==> src/rtl/mips_pkg.sv <==
// Shared MIPS pipeline definitions: reset/bubble constants and the next-PC select encoding.
package mips_pkg;

   localparam logic [31:0] RESET_PC_DEFAULT = 32'h0000_3000;
   localparam logic [31:0] NOP_INSTR        = 32'h0000_0000;  // sll $0,$0,0

   typedef enum logic [2:0] {
      SEL_HOLD,
      SEL_SEQ,
      SEL_BR,
      SEL_J,
      SEL_JR
   } pc_sel_e;

   function automatic logic [31:0] word_align(input logic [31:0] addr);
      return {addr[31:2], 2'b00};
   endfunction

endpackage

==> src/rtl/if_id_reg.sv <==
// IF/ID pipeline register with hold and flush; reset and flush both insert a bubble.
module if_id_reg #(
   parameter logic [31:0] NOP_INSTR = 32'h0000_0000
) (
   input  logic        clk,
   input  logic        rst,
   input  logic        hold,
   input  logic        flush,
   input  logic [31:0] instru,
   input  logic [31:0] pc_plus,
   output logic [31:0] id_instru,
   output logic [31:0] id_pc_plus,
   output logic        id_valid
);

   logic [31:0] instru_reg;
   logic [31:0] pc_plus_reg;
   logic        valid_reg;

   // Hold outranks flush so a stalled stage never loses its contents.
   always_ff @(posedge clk) begin
      if (rst) begin
         instru_reg  <= NOP_INSTR;
         pc_plus_reg <= 32'd0;
         valid_reg   <= 1'b0;
      end else if (hold) begin
         instru_reg  <= instru_reg;
         pc_plus_reg <= pc_plus_reg;
         valid_reg   <= valid_reg;
      end else if (flush) begin
         instru_reg  <= NOP_INSTR;
         pc_plus_reg <= 32'd0;
         valid_reg   <= 1'b0;
      end else begin
         instru_reg  <= instru;
         pc_plus_reg <= pc_plus;
         valid_reg   <= 1'b1;
      end
   end

   assign id_instru  = instru_reg;
   assign id_pc_plus = pc_plus_reg;
   assign id_valid   = valid_reg;

endmodule

==> src/rtl/if_stage.sv <==
// Instruction-fetch stage: PC register, next-PC selection and the IF/ID register.
module if_stage
   import mips_pkg::*;
#(
   parameter logic [31:0] RESET_PC  = mips_pkg::RESET_PC_DEFAULT,
   parameter logic [31:0] NOP_INSTR = mips_pkg::NOP_INSTR
) (
   input  logic        clk,
   input  logic        rst,
   input  logic        stall,
   input  logic        br_taken,
   input  logic        j_taken,
   input  logic        jr_taken,
   input  logic [31:0] pc_br,
   input  logic [31:0] pc_j,
   input  logic [31:0] pc_jr,
   output logic [31:0] imem_addr,
   input  logic [31:0] imem_data,
   output logic [31:0] pc,
   output logic [31:0] pc_plus,
   output logic [31:0] id_instru,
   output logic [31:0] id_pc_plus,
   output logic        id_valid,
   output logic        fetch_err
);

   logic [31:0] pc_reg;
   logic [31:0] pc_next;
   logic        fetch_err_reg;
   logic        fetch_err_next;
   logic [31:0] target;
   logic        redirect;
   pc_sel_e     pc_sel;

   assign redirect  = br_taken | j_taken | jr_taken;
   assign pc        = pc_reg;
   assign pc_plus   = pc_reg + 32'd4;
   assign imem_addr = pc_reg;
   assign fetch_err = fetch_err_reg;

   // Redirects are ignored while stalled: ID's decision is not final until the stall clears.
   always_comb begin
      pc_sel = SEL_SEQ;
      target = pc_br;
      if (stall) begin
         pc_sel = SEL_HOLD;
      end else if (jr_taken) begin
         pc_sel = SEL_JR;
         target = pc_jr;
      end else if (j_taken) begin
         pc_sel = SEL_J;
         target = pc_j;
      end else if (br_taken) begin
         pc_sel = SEL_BR;
         target = pc_br;
      end
   end

   always_comb begin
      pc_next        = pc_plus;
      fetch_err_next = fetch_err_reg;
      case (pc_sel)
         SEL_HOLD: pc_next = pc_reg;
         SEL_SEQ:  pc_next = pc_plus;
         SEL_BR, SEL_J, SEL_JR: begin
            pc_next        = word_align(target);
            fetch_err_next = fetch_err_reg | (target[1:0] != 2'b00);
         end
         default:  pc_next = pc_plus;
      endcase
   end

   always_ff @(posedge clk) begin
      if (rst) begin
         pc_reg        <= RESET_PC;
         fetch_err_reg <= 1'b0;
      end else begin
         pc_reg        <= pc_next;
         fetch_err_reg <= fetch_err_next;
      end
   end

   if_id_reg #(
      .NOP_INSTR (NOP_INSTR)
   ) u_if_id_reg (
      .clk        (clk),
      .rst        (rst),
      .hold       (stall),
      .flush      (redirect),
      .instru     (imem_data),
      .pc_plus    (pc_plus),
      .id_instru  (id_instru),
      .id_pc_plus (id_pc_plus),
      .id_valid   (id_valid)
   );

endmodule

==> config.mk <==
export PLATFORM = sky130hd
export DESIGN_NAME = if_stage
export DESIGN_NICKNAME = d
export VERILOG_FILES = /design/src/rtl/mips_pkg.sv /design/src/rtl/if_id_reg.sv /design/src/rtl/if_stage.sv
export SDC_FILE = /design/constraint.sdc
export NUM_CORES = 1
export LEC_CHECK = 0
export ABC_AREA = 0
export CAP_MARGIN = 20
export CORE_MARGIN = 4
export CORE_UTILIZATION = 40
export CTS_CLUSTER_DIAMETER = 50
export DETAILED_ROUTE_END_ITERATION = 8
export PLACE_DENSITY = 0.84
export SLEW_MARGIN = 20
export SYNTH_ARGS = -nofsm -noshare
export SYNTH_HDL_FRONTEND = slang
export SYNTH_SLANG_ARGS = --single-unit
==> constraint.sdc <==
create_clock -name clk -period 5.7 [get_ports clk]
set_clock_uncertainty 0.15 [all_clocks]
set_input_delay 1.14 -clock clk [delete_from_list [all_inputs] [get_ports clk]]
set_output_delay 1.14 -clock clk [all_outputs]
set_load 0.02 [all_outputs]
==> results.json, run 1 <==
{
  "fmax_mhz": 237,
  "grt_usage_pct": 26.8,
  "endpoint_kind": "primary output",
  "synthArstFlopShare_pct": 0,
  "grt_max_degree": 76,
  "peakVddDrop_v": 0.000148,
  "outcome": "complete, no violations",
  "finalMaxSlewViolations": 0,
  "synth.distinct_cells": 63,
  "slew-limit-headroom_pct": 29.5,
  "coreArea_um2": 12600,
  "whs_ps": 312,
  "synth-edff-count": 0,
  "hold_viol": 0,
  "p_leak_nw": 2.81,
  "fin_nets": 962,
  "cts_buffers": 9,
  "clock_path_buffers": 2,
  "postCtsSetupBuffers": 0,
  "synth_ff_type": "dfxtp_1",
  "overflow": 0,
  "fillers": 1076,
  "antenna_found_initial": 0,
  "vias": 5761,
  "die_h_um": 121,
  "dr.pass1.iters": 6,
  "hold_start": "u_if_id_reg.id_pc_plus[5]$_SDFFE_PP0N_",
  "ant_nets": 0,
  "hold_buffers": 0,
  "seq_power_share_pct": 40.0,
  "setup_slack_ps": 1480,
  "min_period_ps": 4220,
  "finalCritPeriodShare_pct": 74.0,
  "required_ps": 4410,
  "wl_per_cell_um": 20.5,
  "port_buffers": 287,
  "syn-cell-area_um2": 5140,
  "pre_cts_slack_ps": 1650,
  "p_switching_uw": 524,
  "syn_inst": 609,
  "layout-drive-gt1-share_pct": 4.93,
  "drv_cap": 0,
  "p_comb_share_pct": 23.7,
  "clkTransAtPathRegs_ps": 70,
  "h-tree-depth": 3,
  "startpoint_type": "flip-flop",
  "drc": 0,
  "seq_area_frac_synth_pct": 36.6,
  "cts_root_buf": "clkbuf_16",
  "num_antenna_cells": 0,
  "tritoncts": "done",
  "start_util_pct": 40.7,
  "finalSetupTns_ps": 0,
  "sw_frac_of_total_pct": 29.1,
  "hp-class": "reg -> reg",
  "startpoint": "imem_addr[16]$_SDFFE_PP0P_",
  "intPower_mw": 1.28,
  "postSynthAreaPerCell_um2": 8.44,
  "dpl.hpwl_mm": 15.3,
  "dieArea_um2": 14700,
  "area_delta_synth_final_pct": 57.0,
  "seqCellArea_um2": 1880,
  "pwr-share-clk_pct": 36.3,
  "viasPerCell": 5.74,
  "r2r_start": "imem_addr[16]$_SDFFE_PP0P_",
  "layout_common_cells": "283 x clkdlybuf4s50_1, 94 x dfxtp_1, 62 x nor2_1, 46 x nand2_1, 43 x a22oi_1",
  "die_x_um": 121,
  "ioPinCount": 296,
  "worst-r2r-cell-count": 5,
  "final_cells": 1004,
  "reg2reg_setup_slack_ps": 3230,
  "dp_cells": 988,
  "postCtsResizedCells": 0,
  "layout_commonest_cell": "clkdlybuf4s50_1",
  "grt_pass1_wl_mm": 30.6,
  "power_density_nw_per_um2": 224,
  "rows": 41,
  "grt_pass1_vias": 5506,
  "synth_seq_cells": 94,
  "power_mw": 1.80,
  "setup_violations": 0,
  "yosys_warnings": 0,
  "gp_congestion": 0.914,
  "multi_input_area_um2": 2680,
  "worstMarginPinSlew_ps": 1050,
  "insertion_delay_ps": 350,
  "rsz0062_at_grt": "no",
  "cts.sink_count": 94,
  "crit_fanout": 10,
  "drt_iter0_drc": 505,
  "worst_ep_arrival_time_ps": 2930,
  "wirelength_mm": 20.5,
  "largest_reg_flops": 32,
  "hold_path_depth": 2,
  "worst-setup-path-type": "reg -> out"
}
[final timing paths]
path | to
worst max-delay path | pc_plus[30]
worst min-delay path | u_if_id_reg.id_pc_plus[5]$_SDFFE_PP0N_
worst max register to register | imem_addr[24]$_SDFFE_PP0P_
worst min register to register | u_if_id_reg.id_pc_plus[5]$_SDFFE_PP0N_
[worst max-delay path, stage by stage (launching register included)]
cell	delay, ps
dfxtp_1	540
nand4_1	220
nor4_4	560
nand4b_1	300
xnor2_1	300
clkdlybuf4s50_1	660
[power groups by stage]
stage	registers, mW	logic, mW	clock network (mW)
3_3_place_gp	0.733	0.423	0
6_report	0.721	0.428	0.655
2_1_floorplan	0.742	0.203	0
3_5_place_dp	0.735	0.426	0
5_1_grt	0.725	0.452	0.693
4_1_cts	0.720	0.427	0.664
[metrics by stage]
stage | util (%) | area, um^2
floorplan | - | 5160
global placement | 61.4 | 7740
detailed placement | 61.4 | 7740
CTS | 63.9 | 8070
global route | 63.9 | 8070
finish | 63.9 | 8070
[layout make-up]
| type | count | area share [%] |
|---|---|---|
| timing repair buffer | 296 | 36.2 |
| clock buffer | 10 | 2.84 |
| inverter | 13 | 0.605 |
| multi-input combinational | 413 | 33.2 |
| tap | 172 | 2.67 |
| clock inverter | 6 | 1.16 |
| sequential | 94 | 23.3 |
[layer usage]
| metal | wire, um | share of wire (%) | track usage, % |
|---|---|---|---|
| met5 | 0 | 0 | 0 |
| met4 | 823 | 4.0 | 11.8 |
| met3 | 1950 | 9.5 | 6.43 |
| met2 | 9680 | 47 | 43.0 |
| met1 | 8100 | 39 | 34.2 |
[kinds of logic (layout without fill, tap and decap cells)]
group	count (synthesis)	after routing	share of synthesized area, %
adder cells (fa/ha/maj)	1	1	0.243
AO/OA/AOI/OAI	186	186	26.8
multiplexers	7	7	1.36
flip-flops	94	94	36.6
buffers and inverters	109	325	12.1
XOR/XNOR	28	28	4.77
other	1	8	0.0730
AND/OR/NAND/NOR	183	183	18.0
[Yosys cell counts (3+ instances only)]
master / n / area, um^2
xor2_1: 9 / 78.8
nand2_1: 46 / 173
inv_1: 12 / 45.0
nor3_1: 9 / 45.0
o211ai_1: 8 / 60.1
o32ai_1: 4 / 35.0
mux2i_1: 7 / 70.1
buf_1: 9 / 33.8
dfxtp_1: 94 / 1880
nand4_1: 21 / 131
a221oi_1: 11 / 96.3
and3_1: 3 / 18.8
o31ai_1: 3 / 22.5
nand3_1: 13 / 65.1
a221o_1: 9 / 90.1
clkbuf_1: 38 / 143
a31oi_1: 8 / 50.1
buf_6: 4 / 45.0
clkbuf_8: 3 / 41.3
a32o_1: 24 / 240
buf_4: 39 / 293
nor2_1: 63 / 236
a22oi_1: 43 / 323
o21ai_0: 29 / 145
or4_1: 5 / 37.5
o32a_1: 6 / 60.1
a21oi_1: 25 / 125
xnor2_1: 19 / 166
o221ai_1: 3 / 26.3
a211oi_1: 3 / 22.5
No activity file was read; power rests on OpenSTA's default activity.
==> inputs of run 2 (changes only) <==
Settings changed: CORE_UTILIZATION 40 to 39, PLACE_DENSITY 0.84 to 0.82.
Clock period 5.7 ns to 4.05 ns, I/O delays scaled along.
==> run 2 against run 1 <==
Against the previous run:
- core utilization about the same
- wire length up 0.23%
- worst setup slack worse by 1300 ps
- final cell count up 0.80%
- via count down 0.75%
- register-to-register slack worse by 1600 ps
- global-route usage down 0.91 points
- sequential share of layout area down 0.28 points
- clock power up 53%
- design area up 1.2%
==> results.json, run 2 (synthesized netlist as in run 1, its figures left out) <==
{
  "outcome": "complete, no violations",
  "antenna_found_initial": 1,
  "die_h_um": 123,
  "p_leak_nw": 2.87,
  "worstMarginPinSlew_ps": 866,
  "required_ps": 3090,
  "setup_violations": 0,
  "crit_fanout": 10,
  "fin_nets": 969,
  "overflow": 0,
  "coreArea_um2": 12800,
  "gp_congestion": 0.912,
  "layout-drive-gt1-share_pct": 5.84,
  "grt_usage_pct": 25.9,
  "ioPinCount": 296,
  "h-tree-depth": 3,
  "cpPeakStageDelay_ps": 660,
  "critPathTopFamily": "simple AND/OR/NAND/NOR gates",
  "clkTransAtPathRegs_ps": 70,
  "hold_viol": 0,
  "finalSetupTns_ps": 0,
  "insertion_delay_ps": 350,
  "layout_commonest_cell": "clkdlybuf4s50_1",
  "vias": 5718,
  "dr.pass1.iters": 4,
  "start_util_pct": 40.2,
  "cpMaxStageDelayCell": "clkdlybuf4s50_1",
  "fillers": 1090,
  "worst_ep_arrival_time_ps": 2920,
  "dpl.hpwl_mm": 15.6,
  "cts_root_buf": "clkbuf_16",
  "die_x_um": 123,
  "postCtsSetupBuffers": 0,
  "finalCritPeriodShare_pct": 95.8,
  "min_period_ps": 3880,
  "wirelength_mm": 20.6,
  "cts.sink_count": 94,
  "power_mw": 2.63,
  "cts_buffers": 9,
  "rows": 41,
  "final_cells": 1012,
  "tritoncts": "done",
  "clock_path_buffers": 2,
  "postCtsResizedCells": 0,
  "slew-limit-headroom_pct": 42.0,
  "power_density_nw_per_um2": 322,
  "peakVddDrop_v": 0.000177,
  "dp_cells": 995,
  "layout_common_cells": "283 x clkdlybuf4s50_1, 94 x dfxtp_1, 62 x nor2_1, 46 x nand2_1, 43 x a22oi_1",
  "wl_per_cell_um": 20.4,
  "hold_buffers": 0,
  "worst-setup-path-type": "reg -> out",
  "hp-class": "reg -> reg",
  "largest_reg_flops": 32,
  "drt_iter0_drc": 535,
  "endpoint_kind": "primary output",
  "viasPerCell": 5.65,
  "grt_max_degree": 70,
  "grt_pass1_wl_mm": 29.7,
  "cp_cell_sequence": "nand4_1 -> nor4_4 -> nand4b_1 -> xnor2_1 -> clkdlybuf4s50_1",
  "ant_nets": 0,
  "rsz0062_at_grt": "no",
  "fmax_mhz": 258,
  "finalMaxSlewViolations": 0,
  "drc": 0,
  "path_buf_inv": 1,
  "grt_pass1_vias": 5155,
  "dieArea_um2": 15100,
  "area_delta_synth_final_pct": 58.9,
  "drv_cap": 0,
  "startpoint_type": "flip-flop",
  "port_buffers": 287
}
==> run 2: cell type report <==
type                            count  area (um^2)  area share [%]
Antenna cell                        1         2.50          0.0306
Tap cell                          172          215            2.64
Multi-Input combinational cell    413         2680            32.8
Clock buffer                       10          239            2.93
Clock inverter                      6          115            1.41
Sequential cell                    94         1880            23.0
Inverter                           13         48.8           0.598
Timing Repair Buffer              303         2990            36.6
==> run 2: metrics by stage <==
step | util (%) | cell area [um^2] | hold WS [ps] | worst slack [ps]
2_1_floorplan | - | 5160 | 390 | 1040
3_5_place_dp | 61.1 | 7810 | 297 | 591
4_1_cts | 63.9 | 8160 | 312 | 204
5_1_grt | 63.9 | 8170 | 327 | 9.61
3_3_place_gp | 61.1 | 7810 | 294 | 667
6_report | 63.9 | 8170 | 310 | 171
==> run 2: worst min-delay path: stages (launching register included) <==
cell and delay, ps:
dfxtp_1 310, nand2_1 60, a21oi_1 50
==> run 2: power breakdown <==
| group | leakage [nW] | internal, mW | switching, mW |
|---|---|---|---|
| registers | 0.765 | 0.954 | 0.0555 |
| logic | 1.93 | 0.306 | 0.308 |
| clock network | 0.170 | 0.625 | 0.377 |
| total | 2.87 | 1.89 | 0.741 |
==> run 2: worst paths after layout <==
kind	startpoint	endpoint	slack (ps)	depth (start not counted)
setup / recovery	imem_addr[16]$_SDFFE_PP0P_	pc_plus[30]	170	5
hold / removal	u_if_id_reg.id_pc_plus[6]$_SDFFE_PP0N_	u_if_id_reg.id_pc_plus[6]$_SDFFE_PP0N_	310	2
setup reg to reg	imem_addr[16]$_SDFFE_PP0P_	imem_addr[24]$_SDFFE_PP0P_	1630	5
hold reg to reg	u_if_id_reg.id_pc_plus[6]$_SDFFE_PP0N_	u_if_id_reg.id_pc_plus[6]$_SDFFE_PP0N_	310	2
==> run 2: per-layer routing <==
metal	vias to the layer above	GRT usage (%)	share of wire, %
met5	-	0	0
met4	0	10.5	2.9
met3	32	5.99	10
met2	321	40.3	46
met1	2696	34.5	41
li1	2669	-	-
==> inputs of run 3 (changes only) <==
==> constraint.sdc (replaced) <==
create_clock -name clk -period 4.05 [get_ports clk]
set_clock_uncertainty 0.15 [all_clocks]
set_input_delay 0.6075 -clock clk [delete_from_list [all_inputs] [get_ports clk]]
set_output_delay 0.6075 -clock clk [all_outputs]
set_load 0.02 [all_outputs]
==> run 3 against run 2 <==
Against the previous run:
- clock power down 13%
- design area down 1.1%
- sequential power about the same
- sequential cell count unchanged
- core utilization down 0.70 points
- wire length up 0.14%
- combinational power about the same
- power down 5.2%
==> results.json, run 3 (synthesized netlist as in run 1, its figures left out) <==
{
  "layout_common_cells": "283 x clkdlybuf4s50_1, 94 x dfxtp_1, 62 x nor2_1, 46 x nand2_1, 43 x a22oi_1",
  "dpl.hpwl_mm": 15.7,
  "die_h_um": 123,
  "crit_fanout": 7,
  "clock_path_buffers": 2,
  "start_util_pct": 40.2,
  "slew-limit-headroom_pct": 46.5,
  "postCtsResizedCells": 0,
  "dieArea_um2": 15100,
  "drc": 0,
  "postCtsSetupBuffers": 0,
  "layout-drive-gt1-share_pct": 5.28,
  "power_density_nw_per_um2": 308,
  "finalSetupTns_ps": 0,
  "setup_slack_ps": 370,
  "num_antenna_cells": 0,
  "cts_root_buf": "clkbuf_16",
  "finalCritPeriodShare_pct": 90.9,
  "insertion_delay_ps": 350,
  "ant_nets": 0,
  "setup_violations": 0,
  "grt_pass1_wl_mm": 29.5,
  "coreArea_um2": 12800,
  "cts_buffers": 9,
  "rows": 41,
  "gp_congestion": 0.939,
  "finalMaxSlewViolations": 0,
  "wirelength_mm": 20.6,
  "hold_buffers": 0,
  "drv_cap": 0,
  "viasPerCell": 5.61,
  "startpoint_type": "flip-flop",
  "grt_usage_pct": 25.9,
  "multi_input_area_um2": 2680,
  "ioPinCount": 296,
  "min_period_ps": 3680,
  "pre_cts_slack_ps": 724,
  "die_x_um": 123,
  "layout_commonest_cell": "clkdlybuf4s50_1",
  "hp-class": "reg -> reg",
  "port_buffers": 287,
  "antenna_found_initial": 0,
  "h-tree-depth": 3,
  "outcome": "complete, no violations",
  "rsz0062_at_grt": "no",
  "hold_path_end": "u_if_id_reg.id_pc_plus[17]$_SDFFE_PP0N_",
  "worstMarginPinSlew_ps": 800,
  "grt_pass1_vias": 5039,
  "seqCellArea_um2": 1880,
  "drt_iter0_drc": 509,
  "worst_ep_arrival_time_ps": 2920,
  "wl_per_cell_um": 20.5,
  "reg2reg_setup_slack_ps": 1670,
  "vias": 5639,
  "fin_nets": 965,
  "required_ps": 3290,
  "endpoint_kind": "primary output",
  "hold_start": "u_if_id_reg.id_pc_plus[17]$_SDFFE_PP0N_",
  "overflow": 0,
  "grt_max_degree": 66,
  "peakVddDrop_v": 0.000258,
  "worst-setup-path-type": "reg -> out",
  "r2r_start": "imem_addr[2]$_SDFFE_PP0P_",
  "largest_reg_flops": 32,
  "hold_path_depth": 2,
  "tritoncts": "done",
  "hold_viol": 0,
  "cts.sink_count": 94,
  "fmax_mhz": 272,
  "clkTransAtPathRegs_ps": 70,
  "worst-r2r-cell-count": 6,
  "dr.pass1.iters": 5,
  "p_leak_nw": 2.82,
  "timing.rr.end": "u_if_id_reg.id_pc_plus[20]$_SDFFE_PP0N_",
  "area_delta_synth_final_pct": 57.2,
  "fillers": 1105
}
run 3: cell count changes in the layout (fill, tap and decap cells not counted):
cell	change
bufinv_16	-2
diode_2	-1
clkinv_2	+1
buf_4	-4
clkinvlp_4	+1
inv_6	-1
run 3: through the flow:
step                      total power [mW]  std cells  cell area [um^2]  util [%]  hold slack (ps)
after floorplan                       1.33        616              5160         -              390
after global placement                1.64        991              7780      60.9              287
after detailed placement              1.64        991              7780      60.9              303
after CTS                             2.50       1006              8080      63.2              315
after global routing                  2.58       1006              8080      63.2              329
final                                 2.49       1006              8080      63.2              311
run 3: worst max path at each step:
stage                         startpoint          end  slack, ps  cells past startpoint
6_report       imem_addr[2]$_SDFFE_PP0P_  pc_plus[20]        370                      6
5_1_grt        imem_addr[2]$_SDFFE_PP0P_  pc_plus[20]         80                      6
4_1_cts        imem_addr[3]$_SDFFE_PP0P_  pc_plus[20]        350                      6
3_5_place_dp   imem_addr[3]$_SDFFE_PP0P_  pc_plus[20]        720                      6
3_3_place_gp   imem_addr[2]$_SDFFE_PP0P_  pc_plus[20]        830                      6
2_1_floorplan  imem_addr[2]$_SDFFE_PP0P_  pc_plus[18]       1240                      6
run 3: final cells by class:
type	instances	share of cell area, %
Timing Repair Buffer	299	36.6
Inverter	13	0.604
Tap cell	172	2.66
Clock inverter	5	0.728
Multi-Input combinational cell	413	33.2
Sequential cell	94	23.3
Clock buffer	10	2.96
run 3: critical path, cell delays in order, from the launching register on:
cell             delay (ps)
dfxtp_1                 440
ha_1                    290
nand4_1                 230
nor3_1                  550
nand2_1                 180
xnor2_1                 240
clkdlybuf4s50_1         640
run 3: per-layer routing:
layer	track usage [%]	routed length, um	vias up
met5	0	0	-
met4	9.03	707	0
met3	6.77	2000	46
met2	41.5	9710	292
met1	33.7	8210	2620
li1	-	-	2681
run 3: power by group:
group          internal, mW  switching [mW]
clock                 0.493           0.375
sequential            0.954          0.0566
combinational         0.304           0.307
total                  1.75           0.738
